===== src/rtl/pwm_cfg_pkg.sv =====
// pwm_cfg_pkg: shared constants and types for the SPI configuration port
// of the PWM stage.
//   - register addresses carried in cmd[1:0]
//   - ID register contents, frame geometry, reset values of the PWM settings
//   - SPI frame FSM state type
package pwm_cfg_pkg;

    localparam logic [1:0] ADDR_ID   = 2'd0;
    localparam logic [1:0] ADDR_DUTY = 2'd1;
    localparam logic [1:0] ADDR_MAX  = 2'd2;
    localparam logic [1:0] ADDR_CTRL = 2'd3;

    localparam logic [7:0] ID_VALUE = 8'hA5;

    localparam int unsigned CMD_BITS   = 8;
    localparam int unsigned FRAME_BITS = 16;

    localparam logic [7:0] RST_DUTY = 8'h00;
    localparam logic [7:0] RST_MAX  = 8'hFF;

    typedef enum logic [1:0] {
        IDLE = 2'd0,
        CMD  = 2'd1,
        DATA = 2'd2,
        DONE = 2'd3
    } state_t;

endpackage


===== src/rtl/spi_sync_edge.sv =====
// spi_sync_edge: brings one asynchronous SPI line into the clk domain and
// flags its edges.
//   clk   in  system clock
//   rst   in  asynchronous active-high reset
//   din   in  asynchronous input line
//   rise  out 1-cycle pulse on a synchronized 0->1 transition
//   fall  out 1-cycle pulse on a synchronized 1->0 transition
// RST_VAL is the idle level of the line so reset release never fakes an edge.
module spi_sync_edge
    import pwm_cfg_pkg::*;
#(
    parameter int unsigned SYNC_STAGES = 2,
    parameter logic        RST_VAL     = 1'b0
) (
    input  logic clk,
    input  logic rst,
    input  logic din,
    output logic rise,
    output logic fall
);

    logic [SYNC_STAGES-1:0] stages;
    logic                   level;
    logic                   prev;

    assign level = stages[SYNC_STAGES-1];

    always_ff @(posedge clk or posedge rst) begin
        if (rst) begin
            stages <= {SYNC_STAGES{RST_VAL}};
            prev   <= RST_VAL;
        end else begin
            stages <= {stages[SYNC_STAGES-2:0], din};
            prev   <= level;
        end
    end

    assign rise = level & ~prev;
    assign fall = ~level & prev;

endmodule


===== src/rtl/pwm_spi_config.sv =====
// pwm_spi_config: SPI mode-0 slave holding the PWM settings.
//   clk        in  system clock (only clock domain)
//   rst        in  asynchronous active-high reset
//   spi_sclk   in  SPI clock from host (async, <= clk/8)
//   spi_mosi   in  SPI data in (async)
//   spi_cs_n   in  SPI chip select, active low (async)
//   spi_miso   out SPI data out, MSB first
//   period_end in  1-cycle pulse from the PWM counter wrap
//   duty       out active duty value
//   max_value  out active period max
//   pwm_en     out PWM enable
//   frame_err  out sticky flag: frame cut short by cs_n
//   wr_strobe  out 1-cycle pulse per completed write frame
// Frame: cmd byte {wr, 5'bx, addr[1:0]} then data byte. DUTY/MAX writes land
// in shadows and reach the outputs on a period boundary (or at once while
// the PWM is disabled).
module pwm_spi_config
    import pwm_cfg_pkg::*;
#(
    parameter int unsigned WIDTH       = 8,
    parameter int unsigned SYNC_STAGES = 2
) (
    input  logic             clk,
    input  logic             rst,
    input  logic             spi_sclk,
    input  logic             spi_mosi,
    input  logic             spi_cs_n,
    output logic             spi_miso,
    input  logic             period_end,
    output logic [WIDTH-1:0] duty,
    output logic [WIDTH-1:0] max_value,
    output logic             pwm_en,
    output logic             frame_err,
    output logic             wr_strobe
);

    localparam logic [3:0] CMD_LAST   = 4'(CMD_BITS - 1);
    localparam logic [3:0] LOAD_BIT   = 4'(CMD_BITS);
    localparam logic [3:0] FRAME_LAST = 4'(FRAME_BITS - 1);

    logic sclk_rise, sclk_fall;
    logic cs_rise, cs_fall;
    logic [SYNC_STAGES-1:0] mosi_pipe;
    logic mosi_s;

    state_t           state;
    logic [3:0]       bit_cnt;
    logic [WIDTH-2:0] rx_shift;
    logic [WIDTH-1:0] tx_shift;
    logic             cmd_write;
    logic [1:0]       cmd_addr;

    logic [WIDTH-1:0] duty_sh;
    logic [WIDTH-1:0] max_sh;
    logic             pending;

    logic [WIDTH-1:0] wr_data;
    logic [WIDTH-1:0] readback;
    logic             frame_last;
    logic             wr_en;
    logic             frame_abort;
    logic             commit;

    spi_sync_edge #(.SYNC_STAGES(SYNC_STAGES), .RST_VAL(1'b0)) u_sclk_sync (
        .clk  (clk),
        .rst  (rst),
        .din  (spi_sclk),
        .rise (sclk_rise),
        .fall (sclk_fall)
    );

    // cs_n idles high, so its synchronizer resets high.
    spi_sync_edge #(.SYNC_STAGES(SYNC_STAGES), .RST_VAL(1'b1)) u_cs_sync (
        .clk  (clk),
        .rst  (rst),
        .din  (spi_cs_n),
        .rise (cs_rise),
        .fall (cs_fall)
    );

    // Same depth as the sclk path, so mosi is aligned with the rise pulse.
    always_ff @(posedge clk or posedge rst) begin
        if (rst) begin
            mosi_pipe <= '0;
        end else begin
            mosi_pipe <= {mosi_pipe[SYNC_STAGES-2:0], spi_mosi};
        end
    end

    assign mosi_s = mosi_pipe[SYNC_STAGES-1];

    assign wr_data     = {rx_shift, mosi_s};
    assign frame_last  = (state == DATA) && sclk_rise && (bit_cnt == FRAME_LAST);
    assign wr_en       = frame_last && cmd_write;
    assign frame_abort = ((state == CMD) || (state == DATA)) && cs_rise;
    assign commit      = pending && (period_end || !pwm_en);
    assign spi_miso    = tx_shift[WIDTH-1];

    always_comb begin
        readback = '0;
        case (cmd_addr)
            ADDR_ID:   readback = WIDTH'(ID_VALUE);
            ADDR_DUTY: readback = duty_sh;
            ADDR_MAX:  readback = max_sh;
            ADDR_CTRL: readback = WIDTH'({5'b0, pending, frame_err, pwm_en});
            default:   readback = '0;
        endcase
    end

    // Frame sequencing, receive and transmit shifters.
    always_ff @(posedge clk or posedge rst) begin
        if (rst) begin
            state     <= IDLE;
            bit_cnt   <= '0;
            rx_shift  <= '0;
            tx_shift  <= '0;
            cmd_write <= 1'b0;
            cmd_addr  <= '0;
        end else begin
            case (state)
                IDLE: begin
                    if (cs_fall) begin
                        state    <= CMD;
                        bit_cnt  <= '0;
                        tx_shift <= '0;
                    end
                end
                CMD: begin
                    if (cs_rise) begin
                        state    <= IDLE;
                        tx_shift <= '0;
                    end else begin
                        if (sclk_rise) begin
                            rx_shift <= {rx_shift[WIDTH-3:0], mosi_s};
                            bit_cnt  <= bit_cnt + 4'd1;
                            if (bit_cnt == CMD_LAST) begin
                                cmd_write <= rx_shift[6];
                                cmd_addr  <= {rx_shift[0], mosi_s};
                                state     <= DATA;
                            end
                        end
                        if (sclk_fall) begin
                            tx_shift <= {tx_shift[WIDTH-2:0], 1'b0};
                        end
                    end
                end
                DATA: begin
                    if (cs_rise) begin
                        state    <= IDLE;
                        tx_shift <= '0;
                    end else begin
                        if (sclk_rise) begin
                            rx_shift <= {rx_shift[WIDTH-3:0], mosi_s};
                            bit_cnt  <= bit_cnt + 4'd1;
                            if (bit_cnt == FRAME_LAST) begin
                                state <= DONE;
                            end
                        end
                        if (sclk_fall) begin
                            // First fall after the command byte: present the
                            // readback MSB ahead of the 9th rise.
                            if (bit_cnt == LOAD_BIT) begin
                                tx_shift <= cmd_write ? '0 : readback;
                            end else begin
                                tx_shift <= {tx_shift[WIDTH-2:0], 1'b0};
                            end
                        end
                    end
                end
                DONE: begin
                    if (cs_rise) begin
                        state    <= IDLE;
                        tx_shift <= '0;
                    end
                end
                default: state <= IDLE;
            endcase
        end
    end

    // Register file, shadow commit and status. The commit reads the shadows
    // before this cycle's write lands, so a write coinciding with period_end
    // waits for the next boundary (pending is re-set by the write).
    always_ff @(posedge clk or posedge rst) begin
        if (rst) begin
            duty_sh   <= WIDTH'(RST_DUTY);
            max_sh    <= WIDTH'(RST_MAX);
            duty      <= WIDTH'(RST_DUTY);
            max_value <= WIDTH'(RST_MAX);
            pending   <= 1'b0;
            pwm_en    <= 1'b0;
            frame_err <= 1'b0;
            wr_strobe <= 1'b0;
        end else begin
            wr_strobe <= wr_en;
            if (commit) begin
                duty      <= duty_sh;
                max_value <= max_sh;
                pending   <= 1'b0;
            end
            if (frame_abort) begin
                frame_err <= 1'b1;
            end
            if (wr_en) begin
                case (cmd_addr)
                    ADDR_DUTY: begin
                        duty_sh <= wr_data;
                        pending <= 1'b1;
                    end
                    ADDR_MAX: begin
                        max_sh  <= wr_data;
                        pending <= 1'b1;
                    end
                    ADDR_CTRL: begin
                        pwm_en <= wr_data[0];
                        if (wr_data[1]) begin
                            frame_err <= 1'b0;
                        end
                    end
                    default: ;
                endcase
            end
        end
    end

endmodule


===== config.mk =====
export PLATFORM = sky130hd
export DESIGN_NAME = pwm_spi_config
export DESIGN_NICKNAME = d
export VERILOG_FILES = /design/src/rtl/pwm_cfg_pkg.sv /design/src/rtl/spi_sync_edge.sv /design/src/rtl/pwm_spi_config.sv
export SDC_FILE = /design/constraint.sdc
export NUM_CORES = 1
export LEC_CHECK = 0
export ABC_CLOCK_PERIOD_IN_PS = 2400
export CAP_MARGIN = 25
export CORE_UTILIZATION = 30
export CTS_CLUSTER_DIAMETER = 30
export CTS_CLUSTER_SIZE = 16
export DETAILED_ROUTE_END_ITERATION = 10
export GPL_TIMING_DRIVEN = 0
export PLACE_DENSITY = 0.49
export SLEW_MARGIN = 40
export SYNTH_ARGS = -nofsm -noshare
export SYNTH_HDL_FRONTEND = slang
export SYNTH_SLANG_ARGS = --single-unit

===== constraint.sdc =====
create_clock -name clk -period 2.4 [get_ports clk]
set_input_delay 0.24 -clock clk [delete_from_list [all_inputs] [get_ports clk]]
set_output_delay 0.24 -clock clk [all_outputs]
set_load 0.1 [all_outputs]

==> results.toml <==
[synthesis]
synth_edf_count = 0
avgSynthCellArea_um2 = 14.3
synth_async_sr_flop_share = 1.00
syn_inst = 215
netlist_area_mm2 = 0.00308
yosys_warnings = 0
syn_nets = 232
synth_seq_cells = 68
synthFlopType = "dfrtp_1"
seq_area_frac_synth = 0.560
ys_types = 38

[routing]
vias_per_cell = 4.73
drc = 0
drtIter0Drc = 87
vias = 1843
drt-wirelength-per-cell_um = 15.8
antenna_left = 0
drtPass1Iterations = 5
finalWirelength_um = 6150

[global_routing]
grt_pass1_wl_um = 9970
grt_max_degree = 37
antenna_found_initial = 0
grt.total_usage = 0.131
grt_pass1_vias = 1846
grt.overflow.total = 0

[timing]
final_hold_viol_count = 0
slew_violations = 0
maxSlewHeadroom = 0.471
period_needed_ns = 2.14
clock_skew_ns = 0.00897
rsz0062_at_grt = "no"
fin_ws_ns = 0.256
period_share = 0.893
max_freq_mhz = 466
setup_viol = 0
tightest_slew_ns = 0.783
timing.hold.ws_ns = 0.245

[critical_path]
cp.arrival_ns = 2.37
cp_max_fo = 7
critical_path.endpoint_type = "register"
crit_path_start_kind = "register"
crit_required_ns = 2.63
path_class = "register to register"

[die]
die_h_um = 103
dieWidth_um = 103
io_pins = 26
core_area_mm2 = 0.00986
start_util = 0.312
dieArea_mm2 = 0.0107
num_rows = 36

[clock_network]
clockBufferDepth = 2
htreeDepth = 3
postCtsSetupRepairBufs = 0
cts.repair.resized = 0
cts_buffers = 9
cts_tree = "built"
clk_latency_ns = 0.34
clock-sinks = 68
cts_hold_buf = 0
clk_pin_slew_ns = 0.08
cts_root_buf = "clkbuf_8"

[finish]
drive_above_1_share = 0.436
final_core_util = 0.373
final_nets = 269
antenna_cells = 0
synthToLayoutAreaGrowth_pct = 19.5

[flow_run]
drv_cap = 0

[power_and_ir_drop]
peakVddDrop_uv = 342
power_density_mw_per_mm2 = 839
p_leak_nw = 1.71

[place]
io_buffers = 25
place.gp.congestion = 0.743
place.detailed.hpwl_um = 4280
place_ws_ns = 0.277

[hold_path]
hp-class = "input pin to asynchronous set/reset pin"

[outcome]
status = "complete, no violations"
## report_power, final
part / internal [W] / switching, W / total (W)
clock network: 0.000751 / 0.000440 / 0.00119
registers: 0.00125 / 0.000112 / 0.00137
logic: 0.000225 / 0.000308 / 0.000532
## layout make-up
class | count | area (um^2)
Clock buffer | 11 | 151
Tap cell | 133 | 166
Multi-Input combinational cell | 134 | 1270
Inverter | 9 | 38.8
Timing Repair Buffer | 26 | 170
Clock inverter | 5 | 106
Fill cell | 953 | 6180
Buffer | 4 | 52.6
Sequential cell | 68 | 1730
## cells by family after synthesis
| logic type | synth area share |
|---|---|
| DFF | 0.560 |
| muxes | 0.191 |
| adders and majority gates | 0.0447 |
| and+or+nand+nor | 0.0735 |
| buffers and inverters | 0.0280 |
| AOI/OAI and AO/OA | 0.103 |
## per-layer routing
layer	vias to the layer above	global-route usage	share of wire
li1	869	-	-
met1	931	0.180	0.49
met2	34	0.194	0.45
met3	9	0.0410	0.041
met4	0	0.0520	0.017
met5	-	0	0
## flip-flops by register name, summed over array words and instances, names as in the netlist
signal / count
wr_strobe: 1
max_sh: 8
pending: 1
tx_shift: 8
rx_shift: 7
duty_sh: 8
cmd_write: 1
max_value: 8
u_sclk_sync.prev: 1
state: 2
bit_cnt: 4
cmd_addr: 2
u_sclk_sync.stages: 2
mosi_pipe: 2
frame_err: 1
pwm_en: 1
duty: 8
u_cs_sync.prev: 1
u_cs_sync.stages: 2
## final timing paths
path	slack, ns	to	cells past startpoint	startpoint
max	0.26	rx_shift[5]$_DFFE_PP0P_	5	state[1]$_DFFE_PP0P_
min	0.25	bit_cnt[1]$_DFFE_PP0P_	2	rst
max reg2reg	0.26	rx_shift[5]$_DFFE_PP0P_	5	state[1]$_DFFE_PP0P_
min reg2reg	0.35	u_sclk_sync.stages[1]$_DFF_PP0_	0	u_sclk_sync.stages[0]$_DFF_PP0_
max in group asynchronous	1.59	max_sh[1]$_DFFE_PP1P_	3	rst
min in group clk	0.32	u_cs_sync.stages[0]$_DFF_PP1_	1	spi_cs_n
## worst max-delay path, cell delays in order (launching register included)
cell,delay [ns]
dfrtp_1,0.42
inv_1,0.10
ha_1,0.39
nand3b_1,0.12
nor2_1,0.59
mux2_2,0.41
## through the flow
| step | power [W] | setup TNS (ns) | cell area [um^2] | instances |
|---|---|---|---|---|
| after floorplan | 0.00177 | 0 | 3080 | 215 |
| after global placement | 0.00191 | -42.24 | 3500 | 373 |
| after detailed placement | 0.00193 | 0 | 3420 | 374 |
| after CTS | 0.00314 | 0 | 3680 | 390 |
| after global routing | 0.00327 | 0 | 3680 | 390 |
| final | 0.00309 | 0 | 3680 | 390 |
## synth_stat cells (2+ instances only)
master / n / area, um^2
mux2i_1: 4 / 40.0
nand2_8: 2 / 40.0
o2bb2ai_1: 7 / 61.3
dfrtp_1: 49 / 1230
a21oi_1: 6 / 30.0
inv_1: 9 / 33.8
mux2_2: 26 / 293
ha_1: 11 / 138
nor2_1: 5 / 18.8
nand2_1: 12 / 45.0
o21ai_2: 2 / 17.5
and4b_1: 2 / 20.0
dfstp_2: 19 / 499
clkbuf_8: 2 / 27.5
nand2b_1: 3 / 18.8
nor2b_1: 3 / 18.8
mux2_4: 17 / 255
o21ai_0: 4 / 20.0
a22oi_1: 9 / 67.6
a2bb2oi_1: 4 / 35.0
a221o_1: 2 / 20.0
## placed cells by master, fill, tap and decap left out, types with 2 or more instances in the layout
cell type        Yosys  final
dfrtp_1             49     49
mux2_2              26     26
buf_2                1     21
dfstp_2             19     19
mux2_4              17     17
clkbuf_8             2     13
nand2_1             12     12
ha_1                11     11
a22oi_1              9      9
inv_1                9      8
o2bb2ai_1            7      7
a21oi_1              6      6
nor2_1               5      5
clkdlybuf4s50_1      0      5
o21ai_0              4      4
mux2i_1              4      4
a2bb2oi_1            4      4
nor2b_1              3      3
nand2b_1             3      3
bufinv_16            0      3
and4b_1              2      2
buf_12               1      2
nand2_8              2      2
o21ai_2              2      2
inv_6                0      2
a221o_1              2      2
(Power assumes the default switching activity.)
